===== config.mk =====
export PLATFORM = sky130hd
export DESIGN_NAME = smg_scan_ctrl_flat
export DESIGN_NICKNAME = d
export VERILOG_FILES = /design/src/rtl/smg_scan_ctrl_if.sv /design/src/rtl/smg_scan_ctrl.sv /design/src/flat_wrapper.sv
export SDC_FILE = /design/constraint.sdc
export NUM_CORES = 1
export LEC_CHECK = 0
export ABC_AREA = 1
export CORE_MARGIN = 1.5
export CORE_UTILIZATION = 35
export CTS_CLUSTER_DIAMETER = 80
export DETAILED_ROUTE_END_ITERATION = 8
export GPL_TIMING_DRIVEN = 0
export HOLD_SLACK_MARGIN = 0.02
export PLACE_DENSITY = 0.62
export SLEW_MARGIN = 20
export SYNTH_ARGS = -nofsm -noshare
export SYNTH_HDL_FRONTEND = slang
export SYNTH_SLANG_ARGS = --single-unit

===== constraint.sdc =====
create_clock -name clk -period 3.6 [get_ports clk]
set_clock_uncertainty 0.15 [all_clocks]
set_input_delay 0.72 -clock clk [delete_from_list [all_inputs] [get_ports clk]]
set_output_delay 0.72 -clock clk [all_outputs]
set_load 0.02 [all_outputs]

===== src/rtl/smg_scan_ctrl_if.sv =====
// Frame-update handshake between a digit source and the scan controller.
interface smg_scan_ctrl_if;
  logic        upd_valid;
  logic [15:0] upd_data;
  logic        upd_ready;

  modport master (output upd_valid, output upd_data, input upd_ready);
  modport slave  (input upd_valid, input upd_data, output upd_ready);
endinterface


===== src/rtl/smg_scan_ctrl.sv =====
// Four-digit 7-segment scan controller: walks the digit select at a fixed
// dwell, presents the selected digit value (with optional leading-zero
// blanking) and swaps in new frames only at frame boundaries.
module smg_scan_ctrl #(
  parameter int DIV_CNT = 50000
) (
  input  logic                  clk,
  input  logic                  rst_n,
  input  logic                  scan_en,
  input  logic                  lz_blank,
  smg_scan_ctrl_if.slave        upd,
  output logic [1:0]            sel,
  output logic [3:0]            key,
  output logic                  frame_done
);

  localparam logic [15:0] DIV_LAST = 16'(DIV_CNT - 1);

  logic [15:0] cnt_r;
  logic [1:0]  sel_r;
  logic [3:0]  key_r;
  logic        frame_done_r;
  logic [15:0] disp_r;
  logic [15:0] shadow_r;
  logic        pending_r;

  logic        tick_s;
  logic        commit_s;
  logic        accept_s;
  logic [1:0]  sel_nxt_s;
  logic [15:0] disp_nxt_s;

  // Value shown for digit idx; a digit is blanked when it and every more
  // significant digit are zero. Digit 0 always shows.
  function automatic logic [3:0] pick_digit(input logic [15:0] d,
                                            input logic [1:0]  idx,
                                            input logic        lz);
    logic [3:0] nib;
    logic       zero_above;
    case (idx)
      2'd0: begin nib = d[3:0];   zero_above = 1'b0;               end
      2'd1: begin nib = d[7:4];   zero_above = (d[15:4]  == 12'h000); end
      2'd2: begin nib = d[11:8];  zero_above = (d[15:8]  == 8'h00);   end
      2'd3: begin nib = d[15:12]; zero_above = (d[15:12] == 4'h0);    end
      default: begin nib = 4'hF;  zero_above = 1'b0;               end
    endcase
    return (lz && zero_above) ? 4'hF : nib;
  endfunction

  // Next-cycle select, commit decision and the data the key must reflect.
  always_comb begin
    tick_s     = scan_en && (cnt_r == DIV_LAST);
    accept_s   = upd.upd_valid && !pending_r;
    commit_s   = tick_s && (sel_r == 2'd3) && pending_r;
    sel_nxt_s  = sel_r;
    disp_nxt_s = disp_r;
    if (tick_s) begin
      sel_nxt_s = sel_r + 2'd1;
    end else begin
      sel_nxt_s = sel_r;
    end
    if (commit_s) begin
      disp_nxt_s = shadow_r;
    end else begin
      disp_nxt_s = disp_r;
    end
  end

  // Dwell divider and digit select; both freeze while scanning is disabled.
  always_ff @(posedge clk or negedge rst_n) begin
    if (!rst_n) begin
      cnt_r <= 16'd0;
      sel_r <= 2'd0;
    end else if (scan_en) begin
      cnt_r <= tick_s ? 16'd0 : (cnt_r + 16'd1);
      sel_r <= sel_nxt_s;
    end
  end

  // Key follows the new select and the post-commit display contents.
  always_ff @(posedge clk or negedge rst_n) begin
    if (!rst_n) begin
      key_r <= 4'hF;
    end else if (scan_en) begin
      key_r <= pick_digit(disp_nxt_s, sel_nxt_s, lz_blank);
    end else begin
      key_r <= 4'hF;
    end
  end

  // Shadow/display storage and the pending flag behind the handshake.
  always_ff @(posedge clk or negedge rst_n) begin
    if (!rst_n) begin
      disp_r       <= 16'h0000;
      shadow_r     <= 16'h0000;
      pending_r    <= 1'b0;
      frame_done_r <= 1'b0;
    end else begin
      disp_r       <= disp_nxt_s;
      frame_done_r <= commit_s;
      if (commit_s) begin
        pending_r <= 1'b0;
      end else if (accept_s) begin
        pending_r <= 1'b1;
        shadow_r  <= upd.upd_data;
      end
    end
  end

  assign upd.upd_ready = ~pending_r;
  assign sel           = sel_r;
  assign key           = key_r;
  assign frame_done    = frame_done_r;

endmodule

===== src/flat_wrapper.sv =====
// flat-port wrapper written by rule: the top's interface ports become plain ports
module smg_scan_ctrl_flat 
#(
  parameter int DIV_CNT = 50000
)
  (clk, rst_n, scan_en, lz_blank, sel, key, frame_done, upd_upd_valid, upd_upd_data, upd_upd_ready);
  smg_scan_ctrl_if upd_i ();
  input  logic clk;
  input  logic rst_n;
  input  logic scan_en;
  input  logic lz_blank;
  output logic [1:0] sel;
  output logic [3:0] key;
  output logic frame_done;
  input wire logic [$bits(upd_i.upd_valid)-1:0] upd_upd_valid;
  input wire logic [$bits(upd_i.upd_data)-1:0] upd_upd_data;
  output wire logic [$bits(upd_i.upd_ready)-1:0] upd_upd_ready;
  assign upd_i.upd_valid = upd_upd_valid;
  assign upd_i.upd_data = upd_upd_data;
  assign upd_upd_ready = upd_i.upd_ready;
  smg_scan_ctrl #(.DIV_CNT(DIV_CNT)) u_core (.clk(clk), .rst_n(rst_n), .scan_en(scan_en), .lz_blank(lz_blank), .upd(upd_i), .sel(sel), .key(key), .frame_done(frame_done));
endmodule

==> results_dict.tcl, run 1 <==
set metrics [dict create \
    run_status "completed" \
    htree_num_levels 2 \
    finalCoreUtilization_pct 42.56 \
    post_cts_buffers 0 \
    cts.hold.buffers_added 0 \
    first_global_vias 2209 \
    maxCapViolations 0 \
    remaining_max_slew_budget_at_the_tightest_pin_pct 53.93 \
    antennaDiodeCount 0 \
    setup_viol_count_final 0 \
    sequential_area_share_after_synthesis_pct 50.02 \
    power_mw 1.335 \
    syn_nets 372 \
    post-route-period-util_pct 69.81 \
    post_route_cells_drive_above_1_share_pct 14.29 \
    cts.path.max_buffers 2 \
    cts-root-buf "clkbuf_8" \
    row_count 32 \
    critical_path.n_buffers_inverters 5 \
    post-route-cell-area_um2 3306 \
    worstPathArrival_ns 2.61 \
    cts.clk_slew.worst_paths_ns 0.10 \
    critPathMaxFanout 10 \
    p_leak_nw 1.696 \
    mappedNetlistArea_um2 2811 \
    powerDensity_nw_per_um2 404.0 \
    synth_cell_type_count 28 \
    hold_path_class "input pin to async pin" \
    initial_utilization_pct 36.20 \
    min_period_ns 2.513 \
    cts_sinks 56 \
    total_gr_overflow 0 \
    mean_number_of_vias_per_cell 4.569 \
    max-vdd-ir-drop_uv 158.9 \
    boundaryPins 29 \
    postRouteWirelength_um 5627 \
    least_margin_pin_slew_ns 0.6911 \
    wire_per_inst_um 11.55 \
    dieWidth_um 92.63 \
    std_cell_core_area_um2 7767 \
    slowest_delay_ns 0.54 \
    fin_nets 407 \
    timing.final.hold_violations 0 \
    delay_heaviest_family_cp "buffers and inverters" \
    input_output_buffers 28 \
    yosysWarnings 0 \
    crit_path_cell_trace "clkdlybuf4s50_1, inv_1, nor2_4, buf_2, nand3_2, nand2_4, inv_2, nor2_4, inv_1, nand2_1, nand3_2, nand2_1" \
    die_footprint_um2 8579 \
    cp.required_ns 3.70 \
    detail-route-antenna-nets 0 \
    dp_worst_setup_slack_ns 0.8093 \
    insertion_delay_ns 0.30 \
    grt_antenna_before_repair 0 \
    syn2layout_area_growth_pct 17.58 \
    count_of_final_max_slew_check_failures 0 \
    grt.total_usage_pct 14.63 \
    synthesis.instances 349 \
    dieHeight_um 92.63 \
    place_congestion 0.8828 \
    total_vias_in_the_final_route 2225 \
    post_cts_resize_count 0 \
    grt_first_pass_wirelength_um 10140 \
    cts_made_buffers 5 \
    cts_tree "yes" \
    route.detailed.drc 0 \
    rsz0062_at_grt "no" \
    placed_cell_area_um2 3217 \
    drt_iter0_drc 84 \
    worst_path_max_delay_cell "clkdlybuf4s50_1" \
    timing.setup.critical_path_class "input pin to flop" \
    dp.final_hpwl_um 4234 \
    synth_area_per_cell_um2 8.056 \
    drt-pass1-iter-count 4 \
    fin_ws_ns 1.087 \
    postSynthRegisterBits 56 \
    max_clock_freq_ghz 0.3979 \
    crit_path_start_kind "input pin" \
    grt_max_degree 57 \
    worst_setup_path_end_kind "flop" \
]
[cell usage after synthesis]
| library cell | instances | share of area [%] |
|---|---|---|
| nand2_1 | 125 | 17 |
| dfrtp_1 | 52 | 46 |
| inv_1 | 37 | 4.9 |
| nor2_1 | 24 | 3.2 |
| nand3_1 | 15 | 2.7 |
| nand4_1 | 13 | 2.9 |
| inv_2 | 10 | 1.3 |
| o21ai_0 | 10 | 1.8 |
| nand2_2 | 8 | 1.8 |
| nor2_2 | 6 | 1.3 |
| nor2_4 | 6 | 2.4 |
| xor2_1 | 6 | 1.9 |
| a21oi_1 | 5 | 0.89 |
| nor3_1 | 5 | 0.89 |
| clkbuf_1 | 4 | 0.53 |
| dfstp_2 | 4 | 3.7 |
| nand3_2 | 4 | 1.4 |
| buf_2 | 2 | 0.36 |
| ha_1 | 2 | 0.89 |
| nand2_4 | 2 | 0.80 |
| o21ai_1 | 2 | 0.36 |
| buf_6 | 1 | 0.40 |
| clkinv_1 | 1 | 0.13 |
| nand4_4 | 1 | 0.76 |
| nor2_8 | 1 | 0.71 |
| nor4_1 | 1 | 0.22 |
| o21ai_2 | 1 | 0.31 |
| o221a_2 | 1 | 0.40 |
[layout by cell type (no fill, tap or decap), types with 2 or more instances in the layout]
cell type	synthesis	final
clkbuf_1	4	5
nor3_1	5	5
nand3_2	4	4
xor2_1	6	6
nor2_4	6	6
nand3_1	15	15
nand2_2	8	8
dfrtp_1	52	52
inv_1	37	37
a21oi_1	5	5
o21ai_0	10	10
ha_1	2	2
o21ai_1	2	2
buf_2	2	2
nor2_2	6	6
dfstp_2	4	4
inv_2	10	10
nand4_1	13	13
clkdlybuf4s50_1	0	27
nor2_1	24	24
nand2_4	2	2
clkbuf_8	0	5
nand2_1	125	125
[area by class of cell]
class | count | area, um2
Buffer | 7 | 36.28
Clock buffer | 6 | 72.57
Clock inverter | 2 | 16.27
Fill cell | 802 | 4462
Inverter | 48 | 180.2
Multi-Input combinational cell | 238 | 1189
Sequential cell | 56 | 1406
Tap cell | 102 | 127.6
Timing Repair Buffer | 28 | 277.8
[through the flow]
stage,TNS [ns],cells,hold slack [ns]
floorplan,0,349,0.2744
global placement,-4.848,479,0.3155
detailed placement,0,479,0.3172
CTS,0,487,0.3375
global route,0,487,0.3630
finish,0,487,0.3024
[final timing paths]
check / from / to / slack, ns / cells past startpoint
min in group clk: u_core.shadow_r[2] / u_core.shadow_r[2] / 0.34 / 2
max in group asynchronous: rst_n / u_core.disp_r[7] / 2.54 / 1
worst min register to register: u_core.shadow_r[2] / u_core.shadow_r[2] / 0.34 / 2
worst max register to register: u_core.sel[0] / u_core.key[0] / 1.38 / 12
worst max-delay path: scan_en / u_core.key[0] / 1.09 / 12
worst min-delay path: rst_n / u_core.cnt_r[8] / 0.30 / 1
[power by group]
part,total [mW],switching (mW),internal [mW]
registers,0.766,0.0696,0.697
clock network,0.344,0.205,0.139
logic,0.225,0.133,0.0922
total,1.34,0.407,0.928
[worst register-to-register path, delay by kind of cell, from the launching register on]
family,cells,cell delay [ns]
adders and majority gates,1,0.21
and+or+nand+nor,8,0.83
DFF,1,0.44
buffers and inverters,3,0.53
[kinds of logic (layout without fill, tap and decap cells)]
family	count (synthesis)	in the layout	synth area share [%]
xor gates and xnor gates	6	6	1.869
buffers and inverters	55	91	7.699
AOI/OAI and AO/OA	19	19	3.738
adders and majority gates	2	2	0.8899
DFF	56	56	50.02
and+or+nand+nor	211	211	35.78
[metal layers]
layer	GRT usage [%]	share of wire [%]	wire length (um)
met5	0	0	0
met1	19.09	47	2629
met4	4.167	1.2	65
met3	2.627	3.4	189
met2	24.82	49	2741
[sequential cells by signal, indices dropped and copies added (netlist names)]
register,count
u_core.pending_r,1
u_core.sel,2
u_core.disp_r,16
u_core.frame_done,1
u_core.cnt_r,16
u_core.shadow_r,16
u_core.key,4
No activity file was read; power rests on OpenSTA's default activity.
==> run 2, diff against run 1 <==
--- a/config.mk
+++ b/config.mk
@@ -12,7 +12,7 @@
 export DETAILED_ROUTE_END_ITERATION = 8
 export GPL_TIMING_DRIVEN = 0
 export HOLD_SLACK_MARGIN = 0.02
-export PLACE_DENSITY = 0.62
+export PLACE_DENSITY = 0.64
 export SLEW_MARGIN = 20
 export SYNTH_ARGS = -nofsm -noshare
 export SYNTH_HDL_FRONTEND = slang
==> constraint.sdc (replaced) <==
create_clock -name clk -period 2.1 [get_ports clk]
set_clock_uncertainty 0.15 [all_clocks]
set_input_delay 0.42 -clock clk [delete_from_list [all_inputs] [get_ports clk]]
set_output_delay 0.42 -clock clk [all_outputs]
set_load 0.02 [all_outputs]
==> run 2 against run 1 <==
The flow now finishes with violations (hold timing); die area unchanged; first-iteration DRC count up 21%; cell area up 5.6%; via count up 2.2%; power up 76%; largest power group unchanged; non-clock buffer count up 10; worst hold slack worse by 0.31 ns; worst setup slack worse by 1.0 ns; final cell count up 2.1%; combinational power up 90%.
==> results_dict.tcl, run 2 (same netlist as run 1, synthesis figures left out) <==
set metrics [dict create \
    grt_max_degree 57 \
    cts_tree "yes" \
    post_route_cells_drive_above_1_share_pct 22.28 \
    cts_sinks 56 \
    boundaryPins 29 \
    min_period_ns 2.052 \
    slowest_delay_ns 0.39 \
    count_of_final_max_slew_check_failures 0 \
    cts_made_buffers 5 \
    timing.hold.ws_ns -0.01185 \
    setup_viol_count_final 0 \
    remaining_max_slew_budget_at_the_tightest_pin_pct 53.78 \
    syn2layout_area_growth_pct 24.12 \
    critPathMaxFanout 8 \
    wire_per_inst_um 11.93 \
    mean_number_of_vias_per_cell 4.575 \
    least_margin_pin_slew_ns 0.6934 \
    grt_first_pass_wirelength_um 10140 \
    detail-route-antenna-nets 0 \
    placed_cell_area_um2 3217 \
    placed_cells_incl_taps 479 \
    cts.path.max_buffers 2 \
    most-common-layout-cells "114 x nand2_1, 51 x dfrtp_1, 35 x inv_1, 26 x clkdlybuf4s50_1, 21 x nor2_1" \
    timing.final.hold_violations 7 \
    drt_iter0_drc 102 \
    cts.hold.buffers_added 0 \
    timing.setup.critical_path_class "flop to flop" \
    setup-tns-final_ns 0 \
    die_footprint_um2 8579 \
    rsz0062_at_grt "yes" \
    mostFrequentLayoutCell "nand2_1" \
    regArea_um2 1408 \
    htree_num_levels 2 \
    post-route-period-util_pct 97.73 \
    max-vdd-ir-drop_uv 272.3 \
    fillCellCount 804 \
    cts-root-buf "clkbuf_8" \
    critical_path.n_buffers_inverters 3 \
    post-route-cell-area_um2 3490 \
    initial_utilization_pct 36.20 \
    cts.clk_slew.worst_paths_ns 0.11 \
    cp.required_ns 2.20 \
    max_clock_freq_ghz 0.4872 \
    failing_checks "hold timing" \
    dp_worst_setup_slack_ns -0.4041 \
    total_gr_overflow 0 \
    input_output_buffers 28 \
    worst_path_max_delay_cell "dfrtp_1" \
    grt_antenna_before_repair 0 \
    insertion_delay_ns 0.31 \
    route.detailed.drc 0 \
    fin_nets 417 \
    first_global_vias 2243 \
    total_vias_in_the_final_route 2274 \
    run_status "complete, but fails checks" \
    dieHeight_um 92.63 \
    place_congestion 0.8894 \
    delay_heaviest_family_cp "simple AND/OR/NAND/NOR gates" \
    maxCapViolations 0 \
    area_used_by_multi_input_combinational_logic_um2 1254 \
    powerDensity_nw_per_um2 672.9 \
    hold_path_class "input pin to async pin" \
    p_leak_nw 1.787 \
    drt-pass1-iter-count 4 \
    worstPathArrival_ns 2.15 \
    rrSetupSlack_ns 0.05 \
    row_count 32 \
    antennaDiodeCount 0 \
    dp.final_hpwl_um 4267 \
    regs_by_ff_count "u_core.cnt_r (16), u_core.disp_r (16), u_core.shadow_r (16)" \
    power_mw 2.348 \
    std_cell_core_area_um2 7767 \
    dieWidth_um 92.63 \
    grt.total_usage_pct 14.82 \
    worst_setup_path_end_kind "flop" \
    fin_ws_ns 0.04764 \
    crit_path_start_kind "flop" \
    crit_path_cell_trace "ha_2, nand3_4, nor2_4, nand4_4, buf_8, nand2_4, inv_2, nor2_4, inv_2, nand2_2, nand3_2, nor2_1, nand2_1" \
    post_layout_nonfiller_instances 497 \
    postRouteWirelength_um 5929 \
]
==> run 2: cell types whose count changed in the layout (fill, tap and decap cells not counted), sizes merged <==
cell           delta
dlymetal6s2s      +1
clkinv            -1
inv               +2
clkdlybuf4s50     -1
buf               +9
==> run 2: what timing repair did <==
| item | 4_1_cts | 5_1_grt |
|---|---|---|
| resized for setup | 4 | 29 |
| gates cloned | 0 | 1 |
| buffers inserted | 2 | 7 |
| endpoints found under the setup margin | 7 | 8 |
| pin swaps | 1 | 7 |
==> run 2: stage by stage <==
step	utilization (%)	hold WS (ns)
4_1_cts	42.88	0.02810
2_1_floorplan	-	-0.02559
5_1_grt	44.93	0.05514
3_3_place_gp	41.45	0.3161
6_report	44.93	-0.01185
3_5_place_dp	41.41	0.3179
==> run 2: worst register-to-register path, cell delays in order, from the launching register on <==
cell and delay (ns):
dfrtp_1 0.39, ha_2 0.22, nand3_4 0.10, nor2_4 0.17, nand4_4 0.22, buf_8 0.21
nand2_4 0.05, inv_2 0.04, nor2_4 0.09, inv_2 0.05, nand2_2 0.05, nand3_2 0.08
nor2_1 0.11, nand2_1 0.07
==> run 2: metal layers <==
metal / track usage (%) / part of all wire (%) / up-vias / routed length (um)
met3: 2.463 / 2.6 / 10 / 154
met1: 19.76 / 46 / 1069 / 2752
met5: 0 / 0 / - / 0
li1: - / - / 1163 / -
met4: 4.545 / 1.5 / 0 / 88
met2: 24.63 / 49 / 32 / 2934
==> run 2: worst paths after layout <==
path,start,endpoint,depth (start not counted)
setup / recovery,u_core.cnt_r[1],u_core.key[0],13
hold / removal,rst_n,u_core.cnt_r[10],1
setup reg to reg,u_core.cnt_r[1],u_core.key[0],13
hold reg to reg,u_core.shadow_r[13],u_core.shadow_r[13],2
max in group asynchronous,rst_n,u_core.cnt_r[9],1
min in group clk,u_core.shadow_r[13],u_core.shadow_r[13],2
==> run 2: power breakdown <==
| part | leakage (nW) | total [mW] | internal [mW] | switching [mW] |
|---|---|---|---|---|
| sequential | 0.687 | 1.31 | 1.19 | 0.118 |
| clock | 0.0445 | 0.608 | 0.238 | 0.370 |
| combinational | 1.06 | 0.428 | 0.184 | 0.243 |
| total | 1.79 | 2.35 | 1.62 | 0.731 |
==> run 2: cell type report <==
| type | count | share of cell area, % |
|---|---|---|
| Tap cell | 102 | 3.657 |
| Sequential cell | 56 | 40.34 |
| Clock buffer | 5 | 1.972 |
| Buffer | 7 | 1.255 |
| Multi-Input combinational cell | 238 | 35.93 |
| Clock inverter | 3 | 0.6095 |
| Inverter | 48 | 5.235 |
| Timing Repair Buffer | 38 | 11.01 |
==> run 3, diff against run 2 <==
--- a/config.mk
+++ b/config.mk
@@ -6,6 +6,7 @@
 export NUM_CORES = 1
 export LEC_CHECK = 0
 export ABC_AREA = 1
+export ABC_CLOCK_PERIOD_IN_PS = 2100
 export CORE_MARGIN = 1.5
 export CORE_UTILIZATION = 35
 export CTS_CLUSTER_DIAMETER = 80
==> results of run 3 <==
Same layout as run 2: the final DEF is identical, and so are final timing and power.
